==> config.mk <==
export PLATFORM = sky130hd
export DESIGN_NAME = apb_text_console
export DESIGN_NICKNAME = d
export VERILOG_FILES = /design/src/rtl/apb_text_console.sv
export SDC_FILE = /design/constraint.sdc
export NUM_CORES = 1
export LEC_CHECK = 0
export CORE_MARGIN = 2
export CORE_UTILIZATION = 45
export DETAILED_ROUTE_END_ITERATION = 10
export PLACE_DENSITY = 0.77
export SETUP_SLACK_MARGIN = 0.05
export SKIP_CTS_REPAIR_TIMING = 1
export SYNTH_ARGS = -nofsm -noshare
export SYNTH_HDL_FRONTEND = slang
export SYNTH_SLANG_ARGS = --single-unit
==> constraint.sdc <==
create_clock -name clk_i -period 2.4 [get_ports clk_i]
set_input_delay 0.24 -clock clk_i [delete_from_list [all_inputs] [get_ports clk_i]]
set_output_delay 0.24 -clock clk_i [all_outputs]
set_load 0.02 [all_outputs]
==> src/rtl/apb_text_console.sv <==
// -----------------------------------------------------------------------------
// apb_text_console
//
// Turns a stream of characters into APB write transfers into the VGA character
// generator's APB slave. A text cursor walks the 80x30 cell grid. Each printable
// character is written as {16'b0, colour, code} to cell row*80+col. LF and CR
// only move the cursor. A clear request fills all 2400 cells with spaces in
// CLEAR_COLOR and homes the cursor.
//
// Optional feature (macro APB_CONSOLE_TIMEOUT_EN):
//   When defined, an ACCESS phase that sees no PREADY within TIMEOUT_CYCLES
//   cycles is aborted and counted as an error. The cursor or clear index then
//   advances as if the transfer had completed. When undefined, ACCESS waits
//   for PREADY indefinitely and no counter is built.
//
// Ports:
//   clk_i, rstn_i              clock, asynchronous active-low reset
//   char_valid_i/char_ready_o  character handshake (see below)
//   char_data_i, char_color_i  character code and colour byte
//   clear_i                    screen-clear request, sampled in IDLE
//   busy_o                     transfer or clear in progress
//   cursor_col_o/cursor_row_o  current cursor position
//   err_cnt_o                  saturating count of errored/timed-out writes
//   apb_*                      APB master port (write-only)
//   dbg_state_o                FSM state (0 IDLE, 1 SETUP, 2 ACCESS)
//
// Handshake: a character is consumed on every rising clock edge where
// char_valid_i && char_ready_o. char_ready_o is high only in IDLE, with no
// clear pending or requested, so clear_i wins over a character offered in
// the same cycle.
// -----------------------------------------------------------------------------
module apb_text_console #(
  parameter int          APB_ADDR_WIDTH = 13,
  parameter int          APB_DATA_WIDTH = 32,
  parameter int          COLS           = 80,
  parameter int          ROWS           = 30,
  parameter logic [7:0]  CLEAR_COLOR    = 8'h0F,
  parameter int          TIMEOUT_CYCLES = 16
) (
  input  logic                      clk_i,
  input  logic                      rstn_i,
  input  logic                      char_valid_i,
  input  logic [7:0]                char_data_i,
  input  logic [7:0]                char_color_i,
  output logic                      char_ready_o,
  input  logic                      clear_i,
  output logic                      busy_o,
  output logic [6:0]                cursor_col_o,
  output logic [4:0]                cursor_row_o,
  output logic [7:0]                err_cnt_o,
  output logic [APB_ADDR_WIDTH-1:0] apb_paddr_o,
  output logic [APB_DATA_WIDTH-1:0] apb_pwdata_o,
  output logic                      apb_pwrite_o,
  output logic                      apb_psel_o,
  output logic                      apb_penable_o,
  input  logic                      apb_pready_i,
  input  logic                      apb_pslverr_i,
  output logic [1:0]                dbg_state_o
);

  localparam logic [11:0] LAST_CELL = 12'(COLS * ROWS - 1);
  localparam logic [APB_DATA_WIDTH-1:0] CLEAR_WORD =
    {{(APB_DATA_WIDTH-16){1'b0}}, CLEAR_COLOR, 8'h20};

  typedef enum logic [1:0] {
    ST_IDLE   = 2'd0,
    ST_SETUP  = 2'd1,
    ST_ACCESS = 2'd2
  } state_e;

  state_e                    state_q,    state_d;
  logic                      clearing_q, clearing_d;
  logic [11:0]               clr_idx_q,  clr_idx_d;
  logic [6:0]                col_q,      col_d;
  logic [4:0]                row_q,      row_d;
  logic [7:0]                err_cnt_q,  err_cnt_d;
  logic [APB_ADDR_WIDTH-1:0] paddr_q,    paddr_d;
  logic [APB_DATA_WIDTH-1:0] pwdata_q,   pwdata_d;

  logic        timeout;
  logic        xfer_done;
  logic        xfer_err;
  logic [11:0] row_ext;
  logic [11:0] cell_addr;
  logic [4:0]  row_next_line;

  // row*80 as (row<<6)+(row<<4); 12 bits hold the largest cell index, 2399.
  assign row_ext       = {7'b0, row_q};
  assign cell_addr     = (row_ext << 6) + (row_ext << 4) + {5'b0, col_q};
  assign row_next_line = (row_q == 5'(ROWS - 1)) ? 5'd0 : row_q + 5'd1;

`ifdef APB_CONSOLE_TIMEOUT_EN
  localparam int TW = $clog2(TIMEOUT_CYCLES + 1);

  logic [TW-1:0] to_cnt_q, to_cnt_d;

  // Counts ACCESS cycles without PREADY; cleared whenever ACCESS is left.
  always_comb begin
    to_cnt_d = '0;
    timeout  = 1'b0;
    if (state_q == ST_ACCESS && !apb_pready_i) begin
      if (to_cnt_q == TW'(TIMEOUT_CYCLES - 1)) begin
        timeout = 1'b1;
      end else begin
        to_cnt_d = to_cnt_q + TW'(1);
      end
    end
  end

  always_ff @(posedge clk_i or negedge rstn_i) begin
    if (!rstn_i) begin
      to_cnt_q <= '0;
    end else begin
      to_cnt_q <= to_cnt_d;
    end
  end
`else
  logic unused_timeout_cfg;
  assign unused_timeout_cfg = (TIMEOUT_CYCLES != 0);
  assign timeout            = 1'b0;
`endif

  // A transfer ends on PREADY or on an abort; an abort counts as an error.
  assign xfer_done = (state_q == ST_ACCESS) && (apb_pready_i || timeout);
  assign xfer_err  = (apb_pready_i && apb_pslverr_i) || timeout;

  assign char_ready_o = (state_q == ST_IDLE) && !clear_i && !clearing_q;

  always_comb begin
    state_d    = state_q;
    clearing_d = clearing_q;
    clr_idx_d  = clr_idx_q;
    col_d      = col_q;
    row_d      = row_q;
    err_cnt_d  = err_cnt_q;
    paddr_d    = paddr_q;
    pwdata_d   = pwdata_q;

    case (state_q)
      ST_IDLE: begin
        if (clear_i) begin
          clearing_d = 1'b1;
          clr_idx_d  = 12'd0;
          paddr_d    = '0;
          pwdata_d   = CLEAR_WORD;
          state_d    = ST_SETUP;
        end else if (char_valid_i && char_ready_o) begin
          case (char_data_i)
            8'h0A: begin
              col_d = 7'd0;
              row_d = row_next_line;
            end
            8'h0D: begin
              col_d = 7'd0;
            end
            default: begin
              paddr_d  = APB_ADDR_WIDTH'(cell_addr);
              pwdata_d = {{(APB_DATA_WIDTH-16){1'b0}}, char_color_i, char_data_i};
              state_d  = ST_SETUP;
            end
          endcase
        end
      end

      ST_SETUP: begin
        state_d = ST_ACCESS;
      end

      ST_ACCESS: begin
        if (xfer_done) begin
          if (xfer_err && err_cnt_q != 8'hFF) begin
            err_cnt_d = err_cnt_q + 8'd1;
          end
          if (clearing_q) begin
            if (clr_idx_q < LAST_CELL) begin
              // pwdata already holds the clear word for every cell.
              clr_idx_d = clr_idx_q + 12'd1;
              paddr_d   = APB_ADDR_WIDTH'(clr_idx_q + 12'd1);
              state_d   = ST_SETUP;
            end else begin
              clearing_d = 1'b0;
              col_d      = 7'd0;
              row_d      = 5'd0;
              state_d    = ST_IDLE;
            end
          end else begin
            if (col_q == 7'(COLS - 1)) begin
              col_d = 7'd0;
              row_d = row_next_line;
            end else begin
              col_d = col_q + 7'd1;
            end
            state_d = ST_IDLE;
          end
        end
      end

      default: begin
        state_d = ST_IDLE;
      end
    endcase
  end

  always_ff @(posedge clk_i or negedge rstn_i) begin
    if (!rstn_i) begin
      state_q    <= ST_IDLE;
      clearing_q <= 1'b0;
      clr_idx_q  <= 12'd0;
      col_q      <= 7'd0;
      row_q      <= 5'd0;
      err_cnt_q  <= 8'd0;
      paddr_q    <= '0;
      pwdata_q   <= '0;
    end else begin
      state_q    <= state_d;
      clearing_q <= clearing_d;
      clr_idx_q  <= clr_idx_d;
      col_q      <= col_d;
      row_q      <= row_d;
      err_cnt_q  <= err_cnt_d;
      paddr_q    <= paddr_d;
      pwdata_q   <= pwdata_d;
    end
  end

  // APB strobes decode straight from the state register, so a reset drops
  // them asynchronously.
  assign apb_psel_o    = (state_q != ST_IDLE);
  assign apb_penable_o = (state_q == ST_ACCESS);
  assign apb_pwrite_o  = (state_q != ST_IDLE);
  assign apb_paddr_o   = paddr_q;
  assign apb_pwdata_o  = pwdata_q;

  assign busy_o       = (state_q != ST_IDLE) || clearing_q;
  assign cursor_col_o = col_q;
  assign cursor_row_o = row_q;
  assign err_cnt_o    = err_cnt_q;
  assign dbg_state_o  = state_q;

endmodule

==> flow_summary.toml <==
[power]
cellPowerDensity_mw_per_mm2 = 892
seqPwrFrac_pct = 34.6
clockPowerShare_pct = 18.6
p_switching_mw = 1.81
sw_frac_of_total_pct = 40.5
p_leak_nw = 2.23
p_total_mw = 4.46
power.internal_mw = 2.66
max-vdd-ir-drop_uv = 660
p_comb_share_pct = 46.8

[timing]
finalMaxSlewViolations = 0
rsz0062_at_grt = "yes"
max_freq_mhz = 435
hold_violations = 0
clock-skew-final_ns = 0.0109
fin_crit_ns = 2.30
setup_viol = 0
finalCritPeriodShare_pct = 95.7
relSlewSlack_pct = 50.9
tightest_slew_ns = 0.737

[placement]
dp_cells = 599
portBuffers = 77
dp_hpwl_um = 7190
place.gp.congestion = 0.873

[detailed_routing]
first_pass_iters = 6
drt-initial-drc-count = 89
ant_nets = 0
wirelength_um = 9640
vias = 3380
drc = 0
vias_per_cell = 5.48
wl_per_cell_um = 15.6

[yosys]
synth_top_area_share_pct = 42.7
synthCells = 407
yosysWarnings = 0
synth_flop_cell = "dfrtp_1"
yosysUniqueCellTypes = 58
synth_top_cells_by_count = "64 x dfrtp_1, 35 x o21ai_1, 31 x nor2_1"
yosysMostFrequentCell = "dfrtp_1"
synth-seq-area-share_pct = 42.7
synthArstFlopShare_pct = 100
synthTopCellsByArea = "dfrtp_1 43%, ha_1 4.7%, o21ai_1 4.7%, buf_4 3.4%, nand3b_1 3.4%"
synth_edf_count = 0
ys_ff_latch = 64
synth_area_mm2 = 0.00375
synth_top_cell_by_area = "dfrtp_1"
avgSynthCellArea_um2 = 9.22

[floorplanning]
start_util_pct = 46.1
die_area_mm2 = 0.00908
fp.dieW_um = 95.3
rows = 33
core_mm2 = 0.00813
io_pins = 94
die_y_um = 95.3

[worst_setup_path]
r2r_slack_ns = 0.10
r2r_end = "apb_paddr_o[10]"
r2r_cells = 10
cp-end-kind = "flop"
cp.buffers_inverters = 3
r2r-start = "cursor_row_o[0]"
crit_top_cell = "inv_2"
crit_slowest_cell = "fa_1"
crit_type = "flop to flop"
critPathLaunchType = "flop"
critical_path_arrival_ns = 2.58
worstPathRequired_ns = 2.69
crit_family = "adder cells"
path_max_fanout = 2
slowest_delay_ns = 0.59
worstPathCellList = "inv_2, fa_1, buf_4, inv_2, ha_4, a211oi_2, o21bai_1, a21oi_2, mux2i_1, o22a_1"

[global_route]
grt_pass1_vias = 3376
antenna_found_initial = 0
overflow = 0
grt_usage_pct = 22.2
grt_pass1_wl_um = 15600
grt_start_max_net_pins = 39

[clock_network]
numCtsBuffers = 9
cts_root_buf = "clkbuf_8"
htree_levels = 3
tritoncts = "yes"
path_clk_slew_ns = 0.07
cts_sinks = 64
cts_max_path_buffers = 2
insertion_delay_ns = 0.35

[min_path]
whs_path_depth = 3
hold_end = "apb_pwdata_o[12]"
hold_path_startpoint = "char_color_i[4]"
hp-class = "input port to flop"

[layout]
antennaDiodeCount = 0
layoutNonFillerInstCount = 617
fin_util_pct = 61.5
drive_above_1_share_pct = 14.5
fillers = 698
final_nets = 545
syn_to_final_growth_pct = 33.4

[job]
max-cap-violations = 0

[run_status]
status = "finished, final reports clean"
## layer usage
metal / up-vias / routed length [um] / global-route usage [%]
met3: 23 / 747 / 6.01
met2: 121 / 4630 / 37.2
met1: 1637 / 4020 / 26.7
met5: - / 0 / 0
met4: 0 / 240 / 10.0
li1: 1599 / - / -
## power by group through the flow
stage          sequential, mW  combinational, mW  clock, mW
2_1_floorplan            1.86              0.829          0
3_5_place_dp             1.56               2.07          0
4_1_cts                  1.54               2.08      0.849
5_1_grt                  1.58               2.27      0.887
6_report                 1.55               2.09      0.830
3_3_place_gp             1.55               2.02          0
## flip-flops by register name, summed over array words and instances (netlist names)
signal        flops
apb_pwdata_o     16
apb_paddr_o      13
clr_idx_q        12
err_cnt_o         8
cursor_col_o      7
cursor_row_o      5
dbg_state_o       2
clearing_q        1
## area by class of cell
type,instances,area (um2),area share (%)
Sequential cell,64,1600,32.1
Tap cell,105,131,2.63
Clock buffer,10,128,2.55
Clock inverter,6,46.3,0.925
Timing Repair Buffer,111,1040,20.8
Multi-Input combinational cell,298,1970,39.4
Inverter,23,86.3,1.73
## cells in the final DEF, fill, tap and decap left out, types with 3 or more instances in the layout
cell type and instances:
and3_1 3, conb_1 16, inv_2 4, nor3_1 10, nand4_1 5, ha_1 13
mux2_1 9, xor2_1 13, o31ai_1 8, o21ai_1 35, a21oi_2 3, or3_1 3
dfrtp_1 62, clkbuf_8 9, and4_1 3, and2_1 4, clkdlybuf4s50_1 75, clkinv_4 3
o21ai_0 8, nand3_1 11, nand3b_1 17, nor2_1 31, xnor2_1 6, a21oi_1 18
buf_4 32, nand2b_1 6, inv_1 19, nand2_1 29
## worst max-delay path by stage
stage | slack, ns | startpoint | cells after the start | to
2_1_floorplan | 0.05 | clr_idx_q[0] | 8 | apb_paddr_o[11]
3_3_place_gp | -0.17 | char_data_i[7] | 6 | cursor_row_o[1]
3_5_place_dp | -0.23 | char_data_i[7] | 6 | cursor_row_o[1]
4_1_cts | -0.03 | cursor_col_o[6] | 9 | apb_paddr_o[10]
5_1_grt | 0.006 | cursor_row_o[0] | 10 | apb_paddr_o[10]
6_report | 0.10 | cursor_row_o[0] | 10 | apb_paddr_o[10]
## worst register-to-register path: stages, from the launching register on
cell,delay (ns)
dfrtp_2,0.36
inv_2,0.04
fa_1,0.59
buf_4,0.13
inv_2,0.04
ha_4,0.23
a211oi_2,0.24
o21bai_1,0.10
a21oi_2,0.15
mux2i_1,0.22
o22a_1,0.15
## stage by stage
stage / setup TNS, ns / instance area, um2 / setup slack (ns) / hold slack, ns
after floorplan: 0 / 3820 / 0.0507 / -0.0556
after global placement: -1.11 / 4770 / -0.170 / 0.315
final: 0 / 5000 / 0.102 / 0.457
after global routing: 0 / 5000 / 0.00632 / 0.469
after detailed placement: -2.00 / 4770 / -0.229 / 0.320
after CTS: -0.0336 / 4940 / -0.0336 / -0.0624
## cells by family after synthesis
| family | Yosys count | share of synthesized area, % |
|---|---|---|
| AO/OA/AOI/OAI | 97 | 15.6 |
| XOR/XNOR | 19 | 4.43 |
| adder cells (fa/ha/maj) | 16 | 5.74 |
| buffers and inverters | 60 | 7.80 |
| flip-flops | 64 | 42.7 |
| multiplexers | 11 | 3.23 |
| other | 1 | 0.0999 |
| AND/OR/NAND/NOR | 139 | 20.4 |
(Power assumes the default switching activity.)
==> RTL change 1: new RTL, config.mk and constraints unchanged <==
Add a define of `APB_CONSOLE_TIMEOUT_EN`.
--- a/src/rtl/apb_text_console.sv
+++ b/src/rtl/apb_text_console.sv
@@ -30,4 +30,6 @@
 // the same cycle.
 // -----------------------------------------------------------------------------
+`define APB_CONSOLE_TIMEOUT_EN
+
 module apb_text_console #(
   parameter int          APB_ADDR_WIDTH = 13,
Function: same outputs for any inputs over 4 cycles, from zero or initial values and one cycle with rstn_i low; that may be too few to reach the edited logic, so the function may still have changed.
==> RTL change 1 against the original RTL <==
- worst setup slack worse by 38 ps
- sequential share of layout area rose by 0.22 points
- wire length grew 5.4%
- via count rose by 6.7%
- total power grew 28%
- sequential cell count rose by 5
- non-clock buffer count grew 2
- cell area grew 7.1%
- global-route usage decreased by 1.4 points
- final cell count up 2.9%
- synthesized area up 9.5%
==> RTL change 1: results (changes against the original RTL) <==
\begin{tabular}{lr}
\hline
Metric & Value \\
\hline
\multicolumn{2}{l}{\textbf{Global route}} \\
\quad Met3 track demand over resource in global routing & 0.04779 (-0.01229) \\
\quad Largest net degree at the start of global routing & 42 (+7.7\%) \\
\quad Global-route wire length before repair & 16.52 mm (+5.7\%) \\
\quad GRT Overall Usage & 0.2083 (-0.01397) \\
\quad Met2 Track Usage GR & 0.3264 (-0.04566) \\
\quad Global routing met1 resource utilization & 0.2777 (+0.01084) \\
\multicolumn{2}{l}{\textbf{Routing}} \\
\quad WL/cell & 15.99 µm (+2.4\%) \\
\quad Detailed Route Iter0 Violations & 205 (+130\%) \\
\quad First-pass iteration count of the detailed router & 4 (-2) \\
\quad Routed length on met3 & 669 µm (-10\%) \\
\quad Metal-1 WL & 4.536 mm (+13\%) \\
\quad Routed length on met2 & 4.675 mm (+0.99\%) \\
\multicolumn{2}{l}{\textbf{Placed design}} \\
\quad Total instance count after detailed placement & 618 (+3.2\%) \\
\quad Placer Congestion & 0.9177 (+5.1\%) \\
\quad HPWL after DPL & 7.441 mm (+3.5\%) \\
\quad Worst slack at placement & -48.35 ps (+180.4 ps) \\
\multicolumn{2}{l}{\textbf{Worst setup path}} \\
\quad Critical path's largest stage delay & 480 ps (-110 ps) \\
\quad Worst reg2reg path endpoint & apb\_paddr\_o[9]\$\_DFFE\_PN0P\_ \\
\quad Cell depth of the worst flop-to-flop path & 8 (-2) \\
\quad Critical-path maximum fanout & 4 (+2) \\
\quad Register-to-Register Setup Slack & 60 ps (-40 ps) \\
\multicolumn{2}{l}{\textbf{Min path}} \\
\quad Hold\_sp & char\_color\_i[2] \\
\quad Hold Crit Endpoint & apb\_pwdata\_o[10]\$\_DFFE\_PN0P\_ \\
\multicolumn{2}{l}{\textbf{Timing}} \\
\quad Worst max-slew margin expressed relative to the limit & 0.5247 (+0.01571) \\
\quad Clock tree skew after final layout & 5.701 ps (-5.176 ps) \\
\quad Worst-case hold slack & 467.3 ps (+10.76 ps) \\
\multicolumn{2}{l}{\textbf{Final layout}} \\
\quad Layout cell share with drive strength beyond 1 & 0.1594 (+0.01486) \\
\quad Count of placed standard cells in the final layout, fillers left out & 635 (+2.9\%) \\
\quad Post-layout net count & 561 (+2.9\%) \\
\multicolumn{2}{l}{\textbf{Pwr}} \\
\quad Switching Fraction & 0.4107 (+0.005725) \\
\quad Lkg Pwr & 0.002360 µW (+5.7\%) \\
\multicolumn{2}{l}{\textbf{Synth}} \\
\quad Number of unique standard cell types used by synthesis & 61 (+5.2\%) \\
\quad Mean Syn Cell Area & 9.740 µm² (+5.6\%) \\
\quad Seq/Total Area, Yosys & 0.4201 (-0.006718) \\
\quad Largest cells by area after synthesis & dfrtp\_1 (42\%), ha\_1 (4.6\%), o21ai\_0 (4.4\%) \\
\multicolumn{2}{l}{\textbf{Status}} \\
\quad Status & completed \\
\hline
\end{tabular}
[RTL change 1: changes by cell type in the layout (fill, tap and decap cells not counted), moves of 6 or more]
cell / unedited run / this run
a21oi_1: 18 / 11
o31ai_1: 8 / 24
nand2_1: 29 / 20
o21ai_0: 8 / 36
o21ai_1: 35 / 1
nor2_1: 31 / 23
mux2_1: 9 / 0
mux2_4: 0 / 6
nand4_1: 5 / 12
[RTL change 1: stage by stage]
stage | util | instance area [µm²]
after floorplan | - | 4174
after global placement | 0.5831 | 5135
after detailed placement | 0.5831 | 5135
after CTS | 0.6060 | 5336
after global routing | 0.6090 | 5363
final | 0.6090 | 5363
[RTL change 1: worst max path at each step]
stage / start / endpoint / slack, ps / depth (start not counted)
finish: cursor_row_o[2]$_DFFE_PN0P_ / apb_paddr_o[9]$_DFFE_PN0P_ / 60 / 8
global route: cursor_row_o[0]$_DFFE_PN0P_ / apb_paddr_o[10]$_DFFE_PN0P_ / -30 / 9
CTS: cursor_row_o[2]$_DFFE_PN0P_ / apb_paddr_o[9]$_DFFE_PN0P_ / 50 / 8
detailed placement: char_data_i[2] / apb_paddr_o[5]$_DFFE_PN0P_ / -50 / 7
global placement: char_data_i[2] / apb_paddr_o[10]$_DFFE_PN0P_ / -9 / 7
floorplan: cursor_row_o[0]$_DFFE_PN0P_ / apb_paddr_o[8]$_DFFE_PN0P_ / 70 / 9
[RTL change 1: cell type report]
class	instances	area, µm²	share of cell area
Tap cell	108	135.1	0.02520
Timing Repair Buffer	113	1076	0.2007
Inverter	24	93.84	0.01750
Sequential cell	69	1730	0.3227
Clock inverter	5	60.06	0.01120
Clock buffer	11	141.4	0.02636
Multi-Input combinational cell	305	2126	0.3964
[RTL change 1: power by group through the flow]
stage	registers [µW]	clock network, µW	logic (µW)
5_1_grt	1750	1050	3270
3_3_place_gp	1720	0	2920
3_5_place_dp	1720	0	2980
6_report	1710	985	3020
2_1_floorplan	2100	0	1330
4_1_cts	1710	995	3010
[RTL change 1: kinds of logic (layout without fill, tap and decap cells)]
kind of cell / count (synthesis) / after routing / synth area share
AND/OR/NAND/NOR: 133 / 133 / 0.1836
flip-flops: 69 / 69 / 0.4201
AO/OA/AOI/OAI: 108 / 108 / 0.1802
multiplexers: 11 / 11 / 0.03562
XOR/XNOR: 20 / 20 / 0.04262
adder cells (fa/ha/maj): 17 / 17 / 0.05540
buffers and inverters: 63 / 153 / 0.08158
other: 1 / 16 / 0.0009124
[RTL change 1: worst register-to-register path: stages (launching register included)]
cell and delay, ps:
dfrtp_2 410, inv_1 120, fa_1 480, fa_1 480, nor2b_1 120, o21a_1 140, o21a_1 140, o32ai_1 90
mux2_4 260
==> RTL change 2: new RTL, same settings <==
Without the edit above. Take the reset off `paddr_q` and `pwdata_q` and load them in a clocked block of their own.
--- a/src/rtl/apb_text_console.sv
+++ b/src/rtl/apb_text_console.sv
@@ -210,6 +210,4 @@
       row_q      <= 5'd0;
       err_cnt_q  <= 8'd0;
-      paddr_q    <= '0;
-      pwdata_q   <= '0;
     end else begin
       state_q    <= state_d;
@@ -219,7 +217,10 @@
       row_q      <= row_d;
       err_cnt_q  <= err_cnt_d;
-      paddr_q    <= paddr_d;
-      pwdata_q   <= pwdata_d;
     end
+  end
+
+  always_ff @(posedge clk_i) begin
+    paddr_q  <= paddr_d;
+    pwdata_q <= pwdata_d;
   end
 
Behaviour: not the same (Yosys sat finds a counterexample within 4 cycles, from zero or initial values and one cycle with rstn_i low).
==> RTL change 2 against the original RTL <==
- sequential cell count is the same
- count of clock-buffer cells in the layout is the same
- synthesized area shrank 3.3%
- global-route usage shrank 1.1 points
- combinational power shrank 23%
- total power shrank 6.7%
- cell area shrank 3.8%
- critical path depth shrank 1
- highest routed layer unchanged
- largest power group unchanged
- worst setup slack lost 31 ps
- wire length shrank 8.5%
==> RTL change 2: results (changes against the original RTL) <==
\begin{tabular}{lr}
\hline
Metric & Value \\
\hline
\multicolumn{2}{l}{\textbf{Routing}} \\
\quad Detailed Route Iter0 Violations & 156 (+75\%) \\
\quad WL/cell & 15.91 µm (+1.9\%) \\
\quad First-pass iteration count of the detailed router & 5 (-1) \\
\multicolumn{2}{l}{\textbf{Min path}} \\
\quad Hold crit path type & input pin to asynchronous set/reset pin \\
\multicolumn{2}{l}{\textbf{Status}} \\
\quad Status & completed \\
\multicolumn{2}{l}{\textbf{Timing}} \\
\quad Worst Max-Slew Pin Slew & 667.5 ps (-69.00 ps) \\
\multicolumn{2}{l}{\textbf{Synth}} \\
\quad Top post-synthesis cells by count & dfrtp\_1 (35), o21ai\_0 (32), edfxtp\_1 (29) \\
\quad EDFF count, synth & 29 (+29) \\
\quad Seq/Total Area, Yosys & 0.4815 (+0.05474) \\
\quad Number of unique standard cell types used by synthesis & 57 (-1.7\%) \\
\multicolumn{2}{l}{\textbf{Pwr}} \\
\quad Lkg Pwr & 0.002009 µW (-10\%) \\
\quad Cell internal power dissipation & 2696 µW (+1.5\%) \\
\quad VDD IR-drop max & 410.4 µV (-38\%) \\
\multicolumn{2}{l}{\textbf{Global route}} \\
\quad Global-route wire length before repair & 14.35 mm (-8.1\%) \\
\quad Largest net degree at the start of global routing & 36 (-7.7\%) \\
\multicolumn{2}{l}{\textbf{Placed design}} \\
\quad Placement-stage cell area & 4569 µm² (-4.1\%) \\
\quad Placer Congestion & 0.8283 (-5.1\%) \\
\multicolumn{2}{l}{\textbf{Worst setup path}} \\
\quad Critical-path maximum fanout & 3 (+1) \\
\quad Cell depth of the worst flop-to-flop path & 9 (-1) \\
\quad Worst reg2reg path endpoint & apb\_paddr\_o[9]\$\_DFFE\_PP\_ \\
\quad Register-to-Register Setup Slack & 70 ps (-30 ps) \\
\quad Data arrival time of the worst path & 2420 ps (-160 ps) \\
\quad Critical path's largest stage delay & 450 ps (-140 ps) \\
\quad Slowest-stage cell, CP & fa\_1 \\
\quad Kind of critical path & register to register \\
\quad Source of the worst register-to-register timing path & cursor\_row\_o[2]\$\_DFFE\_PN0P\_ \\
\multicolumn{2}{l}{\textbf{Final layout}} \\
\quad Layout cell share with drive strength beyond 1 & 0.1504 (+0.005911) \\
\quad Filler instances & 641 (-8.2\%) \\
\quad Post-layout net count & 485 (-11\%) \\
\hline
\end{tabular}
RTL change 2: changes by cell type in the layout (fill, tap and decap cells not counted), moves of 11 or more:
cell,delta
a21oi_1,-11
dfrtp_1,-30
edfxtp_1,+29
inv_1,-11
nor2b_1,+14
o21ai_0,+23
o21ai_1,-34
RTL change 2: logic make-up (layout without fill, tap and decap cells):
kind of cell,after synthesis,in the layout,share of synthesized area
compound gates,82,82,0.1504
mux,1,1,0.003104
other cells,1,16,0.001034
buf+inv,44,129,0.07071
xor+xnor,20,20,0.04829
flops,64,64,0.4815
simple gates,124,124,0.1856
fa+ha+maj,16,16,0.05933
RTL change 2: area by class of cell:
type / count / area [µm²] / share of cell area
flip-flops and latches: 64 / 1750 / 0.3635
clock buffers: 10 / 137.6 / 0.02858
multi-input cells: 259 / 1727 / 0.3585
clock inverters: 6 / 82.58 / 0.01715
well taps: 102 / 127.6 / 0.02650
inverters: 14 / 52.55 / 0.01091
repair buffers: 99 / 938.4 / 0.1949
RTL change 2: power groups by stage:
stage          clock [µW]  combinational, µW  sequential (µW)
4_1_cts              1050               1600             1540
3_3_place_gp            0               1550             1550
3_5_place_dp            0               1590             1560
6_report             1020               1600             1540
5_1_grt              1100               1720             1570
2_1_floorplan           0                624             1800
RTL change 2: per-stage QoR:
stage	utilization	setup WS [ps]	instances	hold slack (ps)
floorplan	-	56.33	367	-55.59
global placement	0.5883	134.8	537	480.7
detailed placement	0.5883	25.78	537	481.3
CTS	0.6166	15.10	553	330.9
global route	0.6200	-34.82	554	361.2
finish	0.6200	71.17	554	319.1
RTL change 2: metal layers:
layer / up-vias / GRT usage / wire [µm]
met1: 1407 / 0.2696 / 3654
met3: 14 / 0.03852 / 642
li1: 1420 / - / -
met5: - / 0 / 0
met2: 135 / 0.3595 / 4380
met4: 0 / 0.07729 / 136
